`src/rtl/mux2_pkg.sv`:
```
// Shared definitions for the two-input round-robin mux arbiter.
// Holds the arbiter FSM state encoding.
package mux2_pkg;

    typedef enum logic [1:0] {
        IDLE  = 2'd0,
        OWN_A = 2'd1,
        OWN_B = 2'd2
    } state_t;

endpackage

```
`src/rtl/mux2.sv`:
```
// Single-bit two-input multiplexer.
// s=0 selects a, s=1 selects b.
module mux2 (
    input  logic a,
    input  logic b,
    input  logic s,
    output logic y
);

    assign y = s ? b : a;

endmodule

```
`src/rtl/mux2_rr_arbiter.sv`:
```
// Two-requester round-robin arbiter with lock and a one-beat output slot.
// Accepted payload is selected through per-bit mux2 cells.
module mux2_rr_arbiter
    import mux2_pkg::*;
#(
    parameter int WIDTH = 1
) (
    input  logic             clk,
    input  logic             rst,
    input  logic             req_a,
    input  logic             req_b,
    input  logic [WIDTH-1:0] data_a,
    input  logic [WIDTH-1:0] data_b,
    input  logic             lock_a,
    input  logic             lock_b,
    output logic             gnt_a,
    output logic             gnt_b,
    output logic             sel,
    output logic             y_valid,
    output logic [WIDTH-1:0] y_data,
    input  logic             y_ready
);

    state_t           state;
    state_t           state_n;
    logic             last_b;
    logic             hist;
    logic             free;
    logic             acc_a;
    logic             acc_b;
    logic [WIDTH-1:0] mux_y;

    assign free  = !y_valid || y_ready;
    assign gnt_a = acc_a;
    assign gnt_b = acc_b;

    // A tie before any grant since reset goes to A.
    always_comb begin
        acc_a   = 1'b0;
        acc_b   = 1'b0;
        state_n = state;
        unique case (state)
            IDLE: begin
                if (req_a && req_b) begin
                    if (hist && !last_b) acc_b = free;
                    else                 acc_a = free;
                end else begin
                    acc_a = req_a && free;
                    acc_b = req_b && free;
                end
            end
            OWN_A:   acc_a = req_a && free;
            OWN_B:   acc_b = req_b && free;
            default: ;
        endcase
        if (rst) begin
            acc_a = 1'b0;
            acc_b = 1'b0;
        end
        if (acc_a) begin
            state_n = lock_a ? OWN_A : IDLE;
        end else if (acc_b) begin
            state_n = lock_b ? OWN_B : IDLE;
        end else if (state == OWN_A && !lock_a) begin
            state_n = IDLE;
        end else if (state == OWN_B && !lock_b) begin
            state_n = IDLE;
        end else if (state != OWN_A && state != OWN_B) begin
            state_n = IDLE;
        end
    end

    for (genvar i = 0; i < WIDTH; i++) begin : g_mux
        mux2 u_mux (
            .a (data_a[i]),
            .b (data_b[i]),
            .s (acc_b),
            .y (mux_y[i])
        );
    end

    always_ff @(posedge clk or posedge rst) begin
        if (rst) begin
            state <= IDLE;
        end else begin
            state <= state_n;
        end
    end

    always_ff @(posedge clk or posedge rst) begin
        if (rst) begin
            last_b  <= 1'b0;
            hist    <= 1'b0;
            y_valid <= 1'b0;
            y_data  <= '0;
            sel     <= 1'b0;
        end else if (acc_a || acc_b) begin
            last_b  <= acc_b;
            hist    <= 1'b1;
            y_valid <= 1'b1;
            y_data  <= mux_y;
            sel     <= acc_b;
        end else if (y_ready) begin
            y_valid <= 1'b0;
        end
    end

endmodule

```
`config.mk`:
```
export PLATFORM = sky130hd
export DESIGN_NAME = mux2_rr_arbiter
export DESIGN_NICKNAME = d
export VERILOG_FILES = /design/src/rtl/mux2_pkg.sv /design/src/rtl/mux2.sv /design/src/rtl/mux2_rr_arbiter.sv
export SDC_FILE = /design/constraint.sdc
export NUM_CORES = 1
export LEC_CHECK = 0
export ABC_AREA = 1
export CORE_AREA = 2 2 39 41
export CTS_CLUSTER_DIAMETER = 40
export DETAILED_ROUTE_END_ITERATION = 6
export DIE_AREA = 0 0 41 43
export PLACE_DENSITY_LB_ADDON = 0.15
export SYNTH_ARGS = -nofsm -noshare
export SYNTH_HDL_FRONTEND = slang
export SYNTH_SLANG_ARGS = --single-unit
```
`constraint.sdc`:
```
create_clock -name clk -period 1.3 [get_ports clk]
set_input_delay 0.39 -clock clk [delete_from_list [all_inputs] [get_ports clk]]
set_output_delay 0.39 -clock clk [all_outputs]
set_load 0.01 [all_outputs]
```
==> results of run 1 <==
## registers in the layout, summed over array words and instances (netlist names)
signal and count:
state 2, last_b 1, hist 1, y_data 1
y_valid 1
## per-stage QoR
step	hold slack (ns)	setup slack [ns]	cell area, sq um	utilization
4_1_cts	0.273	-0.336	678	0.490
6_report	0.284	-0.319	692	0.500
5_1_grt	0.316	-0.406	692	0.500
2_1_floorplan	0.181	-0.00757	418	-
3_5_place_dp	0.465	-0.902	613	0.443
3_3_place_gp	0.466	-0.910	613	0.443
## area by class of cell
type                       instances  share of cell area
multi-input combinational         33               0.351
timing repair buffer              23               0.295
sequential                         6               0.217
inverter                          14              0.0759
clock buffer                       3              0.0325
tap                               16              0.0289
## cells in the mapped netlist
master and n:
inv_1 12, nand3_1 4, dfrtp_1 6, nand2_1 10
nor3_2 1, nand2_2 3, o21ai_0 3, or2_1 1
ha_1 3, nor3_4 1, nand2_4 2, nor2_4 1
inv_2 2, nor2_1 2, nand4_1 2
## cells by family after synthesis
kind of cell,Yosys count,synth area share
compound gates,3,0.0359
buf+inv,14,0.126
fa+ha+maj,3,0.0898
simple gates,27,0.389
flops,6,0.359
## final timing paths
check / end / slack [ns]
max: gnt_b / -0.32
min: state[0] / 0.28
max reg2reg: state[1] / -0.03
min reg2reg: y_data / 0.47
max in group asynchronous: last_b / 0.82
min in group clk: y_data / 0.47
## layer usage
metal  up-vias  GRT usage
met2        11      0.197
met3         0     0.0314
li1        214          -
met1       177      0.153
met5         -          0
met4         0     0.0600
## cells in the final DEF (no fill, tap or decap)
master and n:
buf_6 3, nor2_1 2, clkdlybuf4s50_1 4, nand2_1 9, or2_1 1, nand3_1 4
nor2_4 1, o21ai_0 1, o21ai_2 2, nand2_2 4, nor3_4 1, clkdlybuf4s15_1 2
dfrtp_1 6, clkbuf_4 3, ha_4 1, dlygate4sd2_1 4, ha_2 2, buf_4 10
inv_1 5, nor3_2 1, nand2_4 2, nand4_1 2, inv_2 9
## repair_timing
action,in CTS,in global routing
gates resized for setup,34,5
pin swaps,5,0
buffers inserted,4,2
endpoints found under the setup margin,11,9
## power groups by stage
stage / Combinational (W) / Clock, W / Sequential, W
floorplan: 0.000176 / 0 / 0.000280
global placement: 0.000398 / 0 / 0.000260
detailed placement: 0.000396 / 0 / 0.000261
CTS: 0.000434 / 0.000181 / 0.000260
global route: 0.000492 / 0.000185 / 0.000269
finish: 0.000448 / 0.000166 / 0.000261
==> flow_summary.toml, run 1 <==
[sta]
fin_tns_setup_ns = -0.702
rsz0062_at_grt = "yes"
finalCritPeriodShare = 1.25
hold_viol_final = 0
layout_setup_ws_ns = -0.319
skew_ns = 0.000558
setup_viol = 5
maxSlewHeadroom = 0.837
worst_pin_slew_ns = 0.244
final_max_slew_viol_count = 0
clock.fmax_mhz = 618
period_needed_ns = 1.62

[yosys]
synth_top_area_frac = 0.359
netlist_area_sq_um = 418
syn_nets = 65
syn_avg_cell_area_sq_um = 7.88
ys_seq_area_frac = 0.359
netlist_instances = 53
ys_types = 15
ys_ff_latch = 6
synth.largest_area_cell = "dfrtp_1"
synth_area_leaders = "dfrtp_1 (36%), inv_1 (11%), ha_1 (9.0%)"
ys.warnings.count = 0

[clock_tree]
clockBufferDepth = 2
htreeDepth = 1
path_clk_slew_ns = 0.04
cts_tree = "built"
numCtsBuffers = 3
clock-root-buffer = "clkbuf_4"
clk_latency_ns = 0.24
hold_buffers = 0
clock-sinks = 6

[critical_path]
crit_chain = "inv_2, ha_2, inv_2, nand2_2, nand2_4, inv_2, buf_6"
crit_cells = 7
path_delay_family = "flip-flops"
r2r_cells = 9
path_max_fanout = 3
required_ns = 0.91
slowest_stage = "dfrtp_1"
cp_common_cell = "inv_2"
end_kind = "primary output"
worstSetupPathType = "flip-flop to primary output"
startpoint_type = "flip-flop"
cp-startpoint = "state[0]"
arrival_ns = 1.23
slowest_delay_ns = 0.40
r2r-start = "state[1]"
path_buf_inv = 4

[run]
max_cap_viol_count = 0

[die]
boundaryPins = 14
die_y_um = 43
coreArea_sq_um = 1380
std_cell_rows = 14
fp.dieArea_sq_um = 1760
die_width_um = 41
start_util = 0.302

[drt]
routed.top_layer = "met3"
dr.first_iter.drc_count = 2
drt-met1-wl_um = 371
dr.pass1.iters = 4
viasPerCell = 4.23
wirelength_um = 838
drcViolationCount = 0
dr_wl_met3_um = 56
via_count = 402
ant_nets = 0
wl_per_cell_um = 8.82
met2_length_um = 410

[cells_and_area]
n_antenna_cell = 0
nNetsFinal = 93
final_cells = 95
area_delta_synth_final_pct = 65.6
drive_gt1_frac = 0.494
fillers = 153
multiInputGateArea_sq_um = 243
regArea_sq_um = 150

[placed_design]
dp_hpwl_um = 672
gp_congestion = 0.698
portBuffers = 13
dp.cells = 88

[run_status]
outcome = "complete, but fails checks"
violations = "setup timing"

[pwr]
p_int_w = 0.000573
switchingPower_w = 0.000301
swShare = 0.344
power_frac_comb = 0.512
ir_worst_vdd_uv = 798
leakagePower_nw = 0.357
pwr-share-clk = 0.189
power.total_w = 0.000874
seq_power_share = 0.298
power.density_nw_per_um2 = 1260

[grt]
grt_max_degree = 7
grt_overflow_total = 0
grt_pass1_vias = 381
grt_usage = 0.126
antenna_found_initial = 0
grt_pass1_wl_mm = 1.48

[hold_path]
min_path_type = "primary input to async pin"
No activity file was read; power rests on OpenSTA's default activity.
==> run 2: changes to the inputs <==
--- a/config.mk
+++ b/config.mk
@@ -10,7 +10,7 @@
 export CTS_CLUSTER_DIAMETER = 40
 export DETAILED_ROUTE_END_ITERATION = 6
 export DIE_AREA = 0 0 41 43
-export PLACE_DENSITY_LB_ADDON = 0.15
+export PLACE_DENSITY_LB_ADDON = 0.12
 export SYNTH_ARGS = -nofsm -noshare
 export SYNTH_HDL_FRONTEND = slang
 export SYNTH_SLANG_ARGS = --single-unit
==> run 2 against run 1 <==
  * The flow still finishes with violations (setup timing)
  * Worst hold slack better by 0.017 ns
  * Global-route usage is 0.57 points higher
  * Core utilization up 3.0 points
  * Critical path type unchanged
  * Largest cell class unchanged
==> flow_summary.toml, run 2 (synthesized netlist as in run 1, its figures left out) <==
[run_status]
outcome = "complete, but fails checks"
violations = "setup timing"

[cells_and_area]
nNetsFinal = 92
n_antenna_cell = 0
area_delta_synth_final_pct = 75.4
design_area_sq_um = 733
top_register = "state"
final_common_cell = "nand2_1"
drive_gt1_frac = 0.538
largest_reg_flops = 2
final_cell_mix = "nand2_1 (8), inv_2 (7), buf_6 (6), buf_4 (6)"
final_cells = 94

[sta]
setup_viol = 7
maxSlewHeadroom = 0.833
rsz0062_at_grt = "yes"
period_needed_ns = 1.64
finalCritPeriodShare = 1.26
clock.fmax_mhz = 609
hold_viol_final = 0
skew_ns = 0.00398
final_max_slew_viol_count = 0
worst_pin_slew_ns = 0.250
layout_setup_ws_ns = -0.343

[die]
start_util = 0.302
std_cell_rows = 14
die_width_um = 41
fp.dieArea_sq_um = 1760
coreArea_sq_um = 1380
die_y_um = 43
boundaryPins = 14

[critical_path]
startpoint_type = "flip-flop"
end_kind = "primary output"
worstSetupPathType = "flip-flop to primary output"
r2r_cells = 11
arrival_ns = 1.25
path_max_fanout = 2
required_ns = 0.91

[clock_tree]
clockBufferDepth = 2
clock-root-buffer = "clkbuf_4"
htreeDepth = 1
clock-sinks = 6
cts_tree = "built"
path_clk_slew_ns = 0.05
numCtsBuffers = 3
clk_latency_ns = 0.24
hold_buffers = 0

[drt]
dr.first_iter.drc_count = 7
via_count = 409
drcViolationCount = 0
ant_nets = 0
wl_per_cell_um = 9.97
viasPerCell = 4.35
dr.pass1.iters = 3
wirelength_um = 937

[placed_design]
dpl_worst_slack_ns = -0.909
gp_congestion = 0.739
dp.cells = 88
dp_hpwl_um = 675
portBuffers = 13
place_area_sq_um = 613

[run]
max_cap_viol_count = 0

[pwr]
leakagePower_nw = 0.361
power.density_nw_per_um2 = 1210
ir_worst_vdd_uv = 717

[grt]
grt_pass1_vias = 339
grt_pass1_wl_mm = 1.46
grt_overflow_total = 0
grt_usage = 0.131
grt_max_degree = 7
antenna_found_initial = 0

[hold_path]
min_path_type = "primary input to async pin"
-- run 2: what timing repair did --
action	4_1_cts	5_1_grt
gates cloned	0	0
hold endpoints to repair	0	0
resized for setup	31	18
setup endpoints to repair	11	10
setup buffers	3	2
pin swaps	5	9
-- run 2: cell type report --
type	count	area, sq um
Clock buffer	3	22.5
Fill cell	144	651
Inverter	14	57.6
Multi-Input combinational cell	33	274
Sequential cell	6	153
Tap cell	16	20.0
Timing Repair Buffer	22	206
-- run 2: final timing paths --
check | from | end | slack (ns)
hold reg to reg | y_data | y_data | 0.48
min in group clk | y_data | y_data | 0.48
setup reg to reg | y_valid | y_data | -0.18
max in group asynchronous | rst | state[1] | 0.77
hold / removal | rst | y_valid | 0.30
setup / recovery | y_valid | gnt_b | -0.34
-- run 2: power breakdown --
| part | internal (W) | switching (W) | leakage, nW | total [W] |
|---|---|---|---|---|
| Sequential | 0.000233 | 0.0000299 | 0.0689 | 0.000263 |
| Combinational | 0.000233 | 0.000222 | 0.278 | 0.000455 |
| Clock | 0.000104 | 0.0000659 | 0.0138 | 0.000170 |
| Total | 0.000571 | 0.000318 | 0.361 | 0.000889 |
-- run 2: through the flow --
step / TNS [ns] / hold WS (ns) / utilization / total power, W
CTS: -1.30 / 0.280 / 0.484 / 0.000831
global placement: -3.91 / 0.467 / 0.443 / 0.000656
global route: -2.00 / 0.333 / 0.530 / 0.000966
finish: -1.38 / 0.301 / 0.530 / 0.000889
floorplan: -0.00757 / 0.181 / - / 0.000456
detailed placement: -3.91 / 0.471 / 0.443 / 0.000655
-- run 2: worst max-delay path, cell delays in order (launching register included) --
cell	delay [ns]
dfrtp_1	0.36
inv_1	0.12
nor2_4	0.06
nor3_4	0.23
nand2_4	0.07
inv_2	0.06
buf_6	0.09
-- run 2: routing by layer --
| metal | global-route usage | up-vias | wire length [um] |
|---|---|---|---|
| met5 | 0 | - | 0 |
| met1 | 0.155 | 183 | 423 |
| met2 | 0.194 | 12 | 455 |
| met3 | 0.0785 | 0 | 58 |
| li1 | - | 214 | - |
| met4 | 0.0400 | 0 | 0 |
